--- config.mk ---
export PLATFORM = sky130hd
export DESIGN_NAME = tx_arbiter_flat
export DESIGN_NICKNAME = d
export VERILOG_FILES = /design/src/rtl/tx_arb_pkg.sv /design/src/rtl/tx_arbiter_if.sv /design/src/rtl/rr_priority_picker.sv /design/src/rtl/tx_arbiter.sv /design/src/flat_wrapper.sv
export SDC_FILE = /design/constraint.sdc
export NUM_CORES = 1
export LEC_CHECK = 0
export CAP_MARGIN = 10
export CORE_MARGIN = 4
export CORE_UTILIZATION = 40
export DETAILED_ROUTE_END_ITERATION = 10
export PLACE_DENSITY = 0.74
export SYNTH_ARGS = -nofsm -noshare
export SYNTH_HDL_FRONTEND = slang
export SYNTH_SLANG_ARGS = --single-unit
--- constraint.sdc ---
create_clock -name clk -period 3.6 [get_ports clk]
set_input_delay 0.36 -clock clk [delete_from_list [all_inputs] [get_ports clk]]
set_output_delay 0.36 -clock clk [all_outputs]
set_load 0.02 [all_outputs]
--- src/rtl/tx_arb_pkg.sv ---
// Shared types and constants for the tx_arbiter slice.
// Bench helpers derive frame timing from SFD_LEN and DATA_LEN.
package tx_arb_pkg;

  localparam int DATA_LEN_DEF = 8;
  localparam int SFD_LEN      = 8;

  typedef enum logic [1:0] {
    IDLE      = 2'd0,
    WAIT_BUSY = 2'd1,
    WAIT_FREE = 2'd2
  } state_t;

  // Cycles from grant to done for a given payload width.
  function automatic int grant_to_done(input int data_len);
    return data_len + SFD_LEN + 3;
  endfunction

endpackage

--- src/rtl/tx_arbiter_if.sv ---
// Requester and transmitter signals of tx_arbiter.
// master: the arbiter side; slave: requesters plus transmitter.
interface tx_arbiter_if
  import tx_arb_pkg::*;
#(
  parameter int NUM_REQ  = 4,
  parameter int DATA_LEN = DATA_LEN_DEF
);

  logic [NUM_REQ-1:0]          req;
  logic [NUM_REQ*DATA_LEN-1:0] req_data;
  logic [NUM_REQ-1:0]          grant;
  logic [NUM_REQ-1:0]          done;
  logic                        err;
  logic                        busy;
  logic                        tr_free;
  logic                        tr_start;
  logic [DATA_LEN-1:0]         din;

  modport master (
    input  req, req_data, tr_free,
    output grant, done, err, busy, tr_start, din
  );

  modport slave (
    output req, req_data, tr_free,
    input  grant, done, err, busy, tr_start, din
  );

endinterface

--- src/rtl/rr_priority_picker.sv ---
// Round-robin winner search starting one past the last served requester.
// Combinational; returns one-hot winner, its index and any-request flag.
module rr_priority_picker #(
  parameter int NUM_REQ = 4,
  parameter int IW      = $clog2(NUM_REQ)
) (
  input  logic [NUM_REQ-1:0] req,
  input  logic [IW-1:0]      last,
  output logic [NUM_REQ-1:0] onehot,
  output logic [IW-1:0]      idx,
  output logic               any
);

  logic [IW-1:0] p;

  always_comb begin
    onehot = '0;
    idx    = '0;
    any    = 1'b0;
    p      = last;
    for (int k = 0; k < NUM_REQ; k++) begin
      p = (p == IW'(NUM_REQ - 1)) ? '0 : p + IW'(1);
      if (!any && req[p]) begin
        any       = 1'b1;
        idx       = p;
        onehot[p] = 1'b1;
      end
    end
  end

endmodule

--- src/rtl/tx_arbiter.sv ---
// Round-robin sharing of one serial frame transmitter among NUM_REQ requesters.
// Define TX_ARB_WATCHDOG_EN to abort stalled transactions after WD_LIMIT cycles.
module tx_arbiter
  import tx_arb_pkg::*;
#(
  parameter int NUM_REQ  = 4,
  parameter int DATA_LEN = DATA_LEN_DEF,
  parameter int WD_LIMIT = 64
) (
  input  logic         clk,
  input  logic         reset,
  tx_arbiter_if.master bus
);

  localparam int IW = $clog2(NUM_REQ);

  state_t               state;
  logic [IW-1:0]        last;
  logic [NUM_REQ-1:0]   grant_q;
  logic [NUM_REQ-1:0]   done_q;
  logic                 err_q;
  logic                 start_q;
  logic [DATA_LEN-1:0]  din_q;

  logic [NUM_REQ-1:0]   win_oh;
  logic [IW-1:0]        win_idx;
  logic                 win_any;
  logic                 wd_hit;

  rr_priority_picker #(
    .NUM_REQ (NUM_REQ),
    .IW      (IW)
  ) u_pick (
    .req    (bus.req),
    .last   (last),
    .onehot (win_oh),
    .idx    (win_idx),
    .any    (win_any)
  );

`ifdef TX_ARB_WATCHDOG_EN
  logic [15:0] wd_cnt;

  // Zero on the first WAIT_BUSY cycle, counting through both wait states.
  always_ff @(posedge clk or negedge reset) begin
    if (!reset)
      wd_cnt <= '0;
    else if (state == IDLE)
      wd_cnt <= '0;
    else
      wd_cnt <= wd_cnt + 16'd1;
  end

  assign wd_hit = (wd_cnt == 16'(WD_LIMIT - 1));
`else
  assign wd_hit = 1'b0;
`endif

  always_ff @(posedge clk or negedge reset) begin
    if (!reset) begin
      state   <= IDLE;
      last    <= IW'(NUM_REQ - 1);
      grant_q <= '0;
      done_q  <= '0;
      err_q   <= 1'b0;
      start_q <= 1'b0;
      din_q   <= '0;
    end else begin
      start_q <= 1'b0;
      done_q  <= '0;
      err_q   <= 1'b0;
      unique case (state)
        IDLE: begin
          // tr_free guard keeps a post-reset start off a running frame.
          if (bus.tr_free && win_any) begin
            grant_q <= win_oh;
            din_q   <= bus.req_data[win_idx*DATA_LEN +: DATA_LEN];
            start_q <= 1'b1;
            last    <= win_idx;
            state   <= WAIT_BUSY;
          end
        end
        WAIT_BUSY: begin
          if (!bus.tr_free) begin
            state <= WAIT_FREE;
          end else if (wd_hit) begin
            err_q   <= 1'b1;
            grant_q <= '0;
            state   <= IDLE;
          end
        end
        WAIT_FREE: begin
          if (bus.tr_free) begin
            done_q  <= grant_q;
            grant_q <= '0;
            state   <= IDLE;
          end else if (wd_hit) begin
            err_q   <= 1'b1;
            grant_q <= '0;
            state   <= IDLE;
          end
        end
        default: state <= IDLE;
      endcase
    end
  end

  assign bus.grant    = grant_q;
  assign bus.done     = done_q;
  assign bus.err      = err_q;
  assign bus.busy     = (state != IDLE);
  assign bus.tr_start = start_q;
  assign bus.din      = din_q;

endmodule

--- src/flat_wrapper.sv ---
// flat-port wrapper written by rule: the top's interface ports become plain ports
module tx_arbiter_flat import tx_arb_pkg::*;
#(
  parameter int NUM_REQ  = 4,
  parameter int DATA_LEN = DATA_LEN_DEF,
  parameter int WD_LIMIT = 64
)
  (clk, reset, bus_req, bus_req_data, bus_tr_free, bus_grant, bus_done, bus_err, bus_busy, bus_tr_start, bus_din);
  tx_arbiter_if #(.NUM_REQ(NUM_REQ), .DATA_LEN(DATA_LEN)) bus_i ();
  input  logic clk;
  input  logic reset;
  input wire logic [$bits(bus_i.req)-1:0] bus_req;
  input wire logic [$bits(bus_i.req_data)-1:0] bus_req_data;
  input wire logic [$bits(bus_i.tr_free)-1:0] bus_tr_free;
  output wire logic [$bits(bus_i.grant)-1:0] bus_grant;
  output wire logic [$bits(bus_i.done)-1:0] bus_done;
  output wire logic [$bits(bus_i.err)-1:0] bus_err;
  output wire logic [$bits(bus_i.busy)-1:0] bus_busy;
  output wire logic [$bits(bus_i.tr_start)-1:0] bus_tr_start;
  output wire logic [$bits(bus_i.din)-1:0] bus_din;
  assign bus_i.req = bus_req;
  assign bus_i.req_data = bus_req_data;
  assign bus_i.tr_free = bus_tr_free;
  assign bus_grant = bus_i.grant;
  assign bus_done = bus_i.done;
  assign bus_err = bus_i.err;
  assign bus_busy = bus_i.busy;
  assign bus_tr_start = bus_i.tr_start;
  assign bus_din = bus_i.din;
  tx_arbiter #(.NUM_REQ(NUM_REQ), .DATA_LEN(DATA_LEN), .WD_LIMIT(WD_LIMIT)) u_core (.clk(clk), .reset(reset), .bus(bus_i));
endmodule
==> impl_metrics.env, run 1 <==
export IMPL_cts_setup_buffers=0
export IMPL_netlist_instances=156
export IMPL_port_buffers=56
export IMPL_antenna_found_initial=0
export IMPL_grtUsageTotal=0.1778
export IMPL_rsz0062_at_grt="false"
export IMPL_rows=22
export IMPL_worst_setup_path_end_kind="flip-flop"
export IMPL_synth_edff_count=0
export IMPL_min_period_ns=3.292
export IMPL_drv_slew=0
export IMPL_fill_cells=312
export IMPL_viasPerCell=5.523
export IMPL_crit_required_ns=3.75
export IMPL_cts_inserted_buffers=3
export IMPL_start_kind="flip-flop"
export IMPL_pin_count=58
export IMPL_finalSetupViolations=0
export IMPL_die_height_um=69.68
export IMPL_grt_pass1_vias=1471
export IMPL_p_sw_uw=998.1
export IMPL_stdcell_count=262
export IMPL_peakVddDrop_uv=550.3
export IMPL_seq_power_share=0.188
export IMPL_via_count=1447
export IMPL_dieWidth_um=69.68
export IMPL_pwr_density_cell_mw_per_mm2=963.0
export IMPL_dieArea_mm2=0.004855
export IMPL_status="complete, no violations"
export IMPL_area_growth_pct=43.75
export IMPL_worstPathMaxFanout=12
export IMPL_drc=0
export IMPL_fmax_ghz=0.3038
export IMPL_drt_wl_total_um=4296
export IMPL_timing_worst_slew_pin_value_ns=0.9477
export IMPL_yosysWarnings=0
export IMPL_period_share=0.9143
export IMPL_drtAntennaViolNets=0
export IMPL_worst_ep_arrival_time_ns=3.44
export IMPL_power_internal_mw=1.108
export IMPL_root_buffer="clkbuf_8"
export IMPL_placed_cells=258
export IMPL_cts_sinks=21
export IMPL_grt_start_max_net_pins=22
export IMPL_hold_path_class="reg -> reg"
export IMPL_swShare=0.4739
export IMPL_first_pass_iters=4
export IMPL_start_util=0.4156
export IMPL_clkPwrFrac=0.075
export IMPL_drt_iter0_drc=102
export IMPL_cts_max_level=1
export IMPL_diodes=0
export IMPL_grt_ovfl_total=0
export IMPL_dp_hpwl_um=3495
export IMPL_hold_slack_ns=0.5144
export IMPL_final_core_util=0.5974
export IMPL_drv_cap=0
export IMPL_grt_pass1_wl_um=7044
export IMPL_fin_skew_ns=0.004633
export IMPL_clock_latency_ns=0.26
export IMPL_nNetsFinal=262
export IMPL_cts_resized=0
export IMPL_netlist_area_mm2=0.001521
export IMPL_ys_types=49
export IMPL_p_total_mw=2.106
export IMPL_clockBufferDepth=2
export IMPL_ys_seq_area_frac=0.3470
export IMPL_synth_seq_cells=21
export IMPL_critical_path_class="reg -> reg"
export IMPL_wl_per_cell_um=16.40
export IMPL_power_leakage_nw=0.9099
export IMPL_cts_hold_buf=0
export IMPL_p_comb_frac=0.736
export IMPL_place_congestion=0.8232
export IMPL_synth_fp_nets=203
export IMPL_layout_drive_gt1_share=0.1308
export IMPL_synthArstFlopShare=1.000
export IMPL_clk_pin_slew_ns=0.08
export IMPL_max_slew_margin_rel=0.3662
export IMPL_syn_avg_cell_area_um2=9.753
export IMPL_hold_viol=0
export IMPL_ys_dominant_reg_cell="dfrtp_1"
export IMPL_core_area_mm2=0.003661
export IMPL_tritoncts="done"
export IMPL_fin_tns_setup_ns=0
cell usage in the layout, fill, tap and decap left out, types with 2 or more instances in the layout:
master           netlist  layout
a21oi_1                6       6
a221o_1                8       8
a221oi_1               4       4
and2_1                 5       5
buf_4                  2       6
clkbuf_8               0       3
clkdlybuf4s50_1        0      56
dfrtp_1               19      19
dfstp_2                2       2
ha_1                   8       8
inv_1                  3       3
inv_2                  2       2
mux2i_1                9       9
mux4_2                 2       2
nand2_1               17      17
nand3_1                9       9
nand3b_1               3       3
nor2_1                 3       3
nor2b_1                3       3
o21ai_0                9       8
o21ai_1                5       6
or2_2                  2       2
xnor2_1                2       2
power by group through the flow:
stage	sequential [mW]	combinational (mW)	clock, mW
finish	0.397	1.55	0.158
global route	0.408	1.67	0.171
CTS	0.398	1.55	0.159
detailed placement	0.404	1.54	0
global placement	0.399	1.49	0
floorplan	0.481	1.03	0
path summary, 6_finish.rpt:
| kind | slack [ns] | cells after the start | start | to |
|---|---|---|---|---|
| max | 0.31 | 10 | u_core.last[1] | u_core.bus.din[5] |
| min | 0.51 | 1 | u_core.bus.grant[1] | u_core.bus.done[1] |
| max reg2reg | 0.31 | 10 | u_core.last[1] | u_core.bus.din[5] |
| min reg2reg | 0.51 | 1 | u_core.bus.grant[1] | u_core.bus.done[1] |
| max in group asynchronous | 2.40 | 1 | reset | u_core.bus.grant[1] |
| min in group asynchronous | 0.62 | 1 | reset | u_core.bus.din[1] |
Yosys cell counts, drive strengths merged (2+ instances only):
| cell | instances | area (um^2) |
|---|---|---|
| xnor2 | 2 | 17.52 |
| buf | 8 | 51.29 |
| nor2 | 4 | 17.52 |
| a21boi | 2 | 18.77 |
| nand3 | 9 | 45.04 |
| a221o | 8 | 80.08 |
| a21oi | 7 | 38.79 |
| mux2 | 2 | 22.52 |
| o21ai | 14 | 70.06 |
| dfrtp | 19 | 475.5 |
| mux2i | 9 | 90.09 |
| or2 | 2 | 12.51 |
| nand3b | 3 | 22.52 |
| and2 | 6 | 37.54 |
| o31ai | 2 | 15.01 |
| a221oi | 4 | 35.03 |
| ha | 8 | 100.1 |
| nor2b | 3 | 18.77 |
| dfstp | 2 | 52.55 |
| nand2 | 17 | 63.81 |
| inv | 5 | 18.77 |
| mux4 | 2 | 45.04 |
routing by layer:
layer	GRT usage	share of wire	vias up
li1	-	-	694
met1	0.2289	0.43	708
met2	0.2987	0.52	37
met3	0.03043	0.037	8
met4	0.06383	0.019	0
met5	0	0	-
logic make-up (layout without fill, tap and decap cells):
family / after synthesis / in the layout / synth area share
AO/OA/AOI/OAI: 49 / 49 / 0.2525
XOR/XNOR: 3 / 3 / 0.01727
adder cells (fa/ha/maj): 8 / 8 / 0.06579
buffers and inverters: 13 / 71 / 0.04605
flip-flops: 21 / 21 / 0.3470
multiplexers: 13 / 13 / 0.1036
other: 1 / 1 / 0.002465
AND/OR/NAND/NOR: 48 / 48 / 0.1653
layout make-up:
type / count / area, um^2 / share of cell area
well taps: 48 / 60.06 / 0.02746
multi-input cells: 122 / 928.4 / 0.4245
clock inverters: 1 / 5.005 / 0.002288
clock buffers: 3 / 41.29 / 0.01888
flip-flops and latches: 21 / 528.0 / 0.2414
repair buffers: 62 / 605.6 / 0.2769
inverters: 5 / 18.77 / 0.008581
registers in the layout (all words and copies together), names as in the netlist:
register             count
u_core.bus.din           8
u_core.bus.grant         4
u_core.bus.tr_start      1
u_core.state             2
u_core.last              2
u_core.bus.done          4
critical path, stage by stage (launching register included):
cell and delay, ns:
dfstp_2 0.58, inv_1 0.11, ha_1 0.55, xor2_1 0.36, a22o_1 0.30, o2111ai_1 0.25
a21oi_2 0.18, buf_4 0.23, mux2i_1 0.24, o21ai_0 0.10, a221o_1 0.29
metrics by stage:
step	worst slack, ns	area [um^2]
after floorplan	0.3382	1521
after global placement	0.4519	2141
after detailed placement	0.2085	2141
after CTS	0.2104	2187
after global routing	0.1265	2187
final	0.3084	2187
(Power assumes the default switching activity.)
==> inputs of run 2 (changes only) <==
Settings changed: CAP_MARGIN 10 to unset, PLACE_DENSITY 0.74 to 0.77.
Clock period 3.6 ns to 2.93 ns, I/O delays scaled along.
==> run 2 against run 1 <==
Clock skew hardly changed. First-iteration DRC count is 11% lower. Count of clock-buffer cells in the layout is 1 higher. Cell count is 6.1% higher. Design area is 8.1% higher. Core utilization is 4.8 points higher. Sequential share of layout area is 1.8 points lower. Clock power is 16% higher. Setup slack worse by 0.13 ns. Sequential cell count stayed put. Routed wire length is 4.9% lower. Total power is 39% higher.
==> impl_metrics.env, run 2 (synthesized netlist as in run 1, its figures left out) <==
export IMPL_status="complete, no violations"
export IMPL_diodes=0
export IMPL_period_share=0.9383
export IMPL_layout_drive_gt1_share=0.2000
export IMPL_area_growth_pct=55.35
export IMPL_die_height_um=69.68
export IMPL_grt_pass1_wl_um=6893
export IMPL_cts_sinks=21
export IMPL_fmax_ghz=0.3637
export IMPL_cts_hold_buf=0
export IMPL_max_slew_margin_rel=0.3699
export IMPL_via_count=1472
export IMPL_nNetsFinal=278
export IMPL_pwr_density_cell_mw_per_mm2=1243
export IMPL_final_common_cell="clkdlybuf4s50_1"
export IMPL_drt_iter0_drc=91
export IMPL_root_buffer="clkbuf_8"
export IMPL_hold_slack_ns=0.5170
export IMPL_fin_tns_setup_ns=0
export IMPL_min_period_ns=2.749
export IMPL_core_area_mm2=0.003661
export IMPL_clockBufferDepth=2
export IMPL_peakVddDrop_uv=1124
export IMPL_worst_ep_arrival_time_ns=2.89
export IMPL_final_core_util=0.6456
export IMPL_dieWidth_um=69.68
export IMPL_pin_count=58
export IMPL_p_total_mw=2.937
export IMPL_fin_skew_ns=0.004215
export IMPL_drc=0
export IMPL_port_buffers=56
export IMPL_drt_wl_total_um=4086
export IMPL_start_util=0.4156
export IMPL_ff2ff_setup_slack_ns=0.18
export IMPL_worstPathMaxFanout=8
export IMPL_hold_viol=0
export IMPL_antenna_found_initial=0
export IMPL_grt_ovfl_total=0
export IMPL_drv_cap=0
export IMPL_clock_latency_ns=0.25
export IMPL_largest_register_ffs=8
export IMPL_finalSetupViolations=0
export IMPL_wl_per_cell_um=14.70
export IMPL_first_pass_iters=5
export IMPL_dp_hpwl_um=3298
export IMPL_drv_slew=0
export IMPL_hold_path_class="reg -> reg"
export IMPL_grt_start_max_net_pins=22
export IMPL_power_leakage_nw=0.9946
export IMPL_placed_cell_area_mm2=0.002233
export IMPL_fin_area_mm2=0.002364
export IMPL_timing_worst_slew_pin_value_ns=0.9422
export IMPL_cts_inserted_buffers=3
export IMPL_tritoncts="done"
export IMPL_clk_pin_slew_ns=0.07
export IMPL_final_cell_mix="clkdlybuf4s50_1 (56), buf_4 (19), dfrtp_1 (19)"
export IMPL_critical_path_class="reg -> reg"
export IMPL_viasPerCell=5.295
export IMPL_cts_max_level=1
export IMPL_grt_pass1_vias=1471
export IMPL_grtUsageTotal=0.1713
export IMPL_place_congestion=0.9655
export IMPL_dieArea_mm2=0.004855
export IMPL_rows=22
export IMPL_crit_required_ns=3.07
export IMPL_worst_setup_path_end_kind="flip-flop"
export IMPL_start_kind="flip-flop"
export IMPL_drtAntennaViolNets=0
run 2: changes by cell type in the layout (fill, tap and decap cells not counted), sizes merged:
cell / change
buf: +16
clkbuf: +1
clkinv: -1
run 2: timing repair:
action	in CTS	in global routing
buffers inserted	0	7
pin swaps	0	4
setup endpoints to repair	1	8
gates resized for setup	1	4
hold endpoints to repair	0	0
run 2: report_power, final:
group | internal (mW) | switching [mW] | total, mW
registers | 0.413 | 0.0762 | 0.489
logic | 1.15 | 1.11 | 2.26
clock network | 0.0965 | 0.0862 | 0.183
total | 1.66 | 1.28 | 2.94
run 2: critical path, cell delays in order (launching register included):
cell	delay (ns)
dfstp_2	0.57
inv_1	0.08
ha_4	0.33
buf_4	0.15
mux2i_1	0.17
o22ai_1	0.10
a211o_1	0.23
a31oi_1	0.28
or3b_4	0.24
a211oi_4	0.05
buf_12	0.13
a221o_1	0.29
run 2: worst paths after layout:
kind | from | cells after the start | to
worst min register to register | u_core.bus.grant[0] | 1 | u_core.bus.done[0]
worst min-delay path | u_core.bus.grant[0] | 1 | u_core.bus.done[0]
min in group asynchronous | reset | 1 | u_core.bus.tr_start
worst max-delay path | u_core.last[1] | 11 | u_core.bus.din[3]
worst max register to register | u_core.last[1] | 11 | u_core.bus.din[3]
max in group asynchronous | reset | 1 | u_core.bus.grant[1]
run 2: layer usage:
layer  part of all wire  GRT usage
met1               0.46     0.2348
met2               0.49     0.2860
met3              0.035    0.02029
met4              0.021    0.04468
met5                  0          0
run 2: through the flow:
| step | worst slack, ns | instances |
|---|---|---|
| 2_1_floorplan | -0.1469 | 156 |
| 3_3_place_gp | 0.03906 | 267 |
| 3_5_place_dp | -0.007410 | 267 |
| 4_1_cts | 0.05825 | 271 |
| 5_1_grt | -0.01463 | 278 |
| 6_report | 0.1808 | 278 |
run 2: layout make-up:
cell class	instances	area, um^2
Clock buffer	4	45.04
Tap cell	48	60.06
Fill cell	311	1297
Inverter	5	18.77
Sequential cell	21	528.0
Multi-Input combinational cell	122	957.2
Timing Repair Buffer	78	754.5
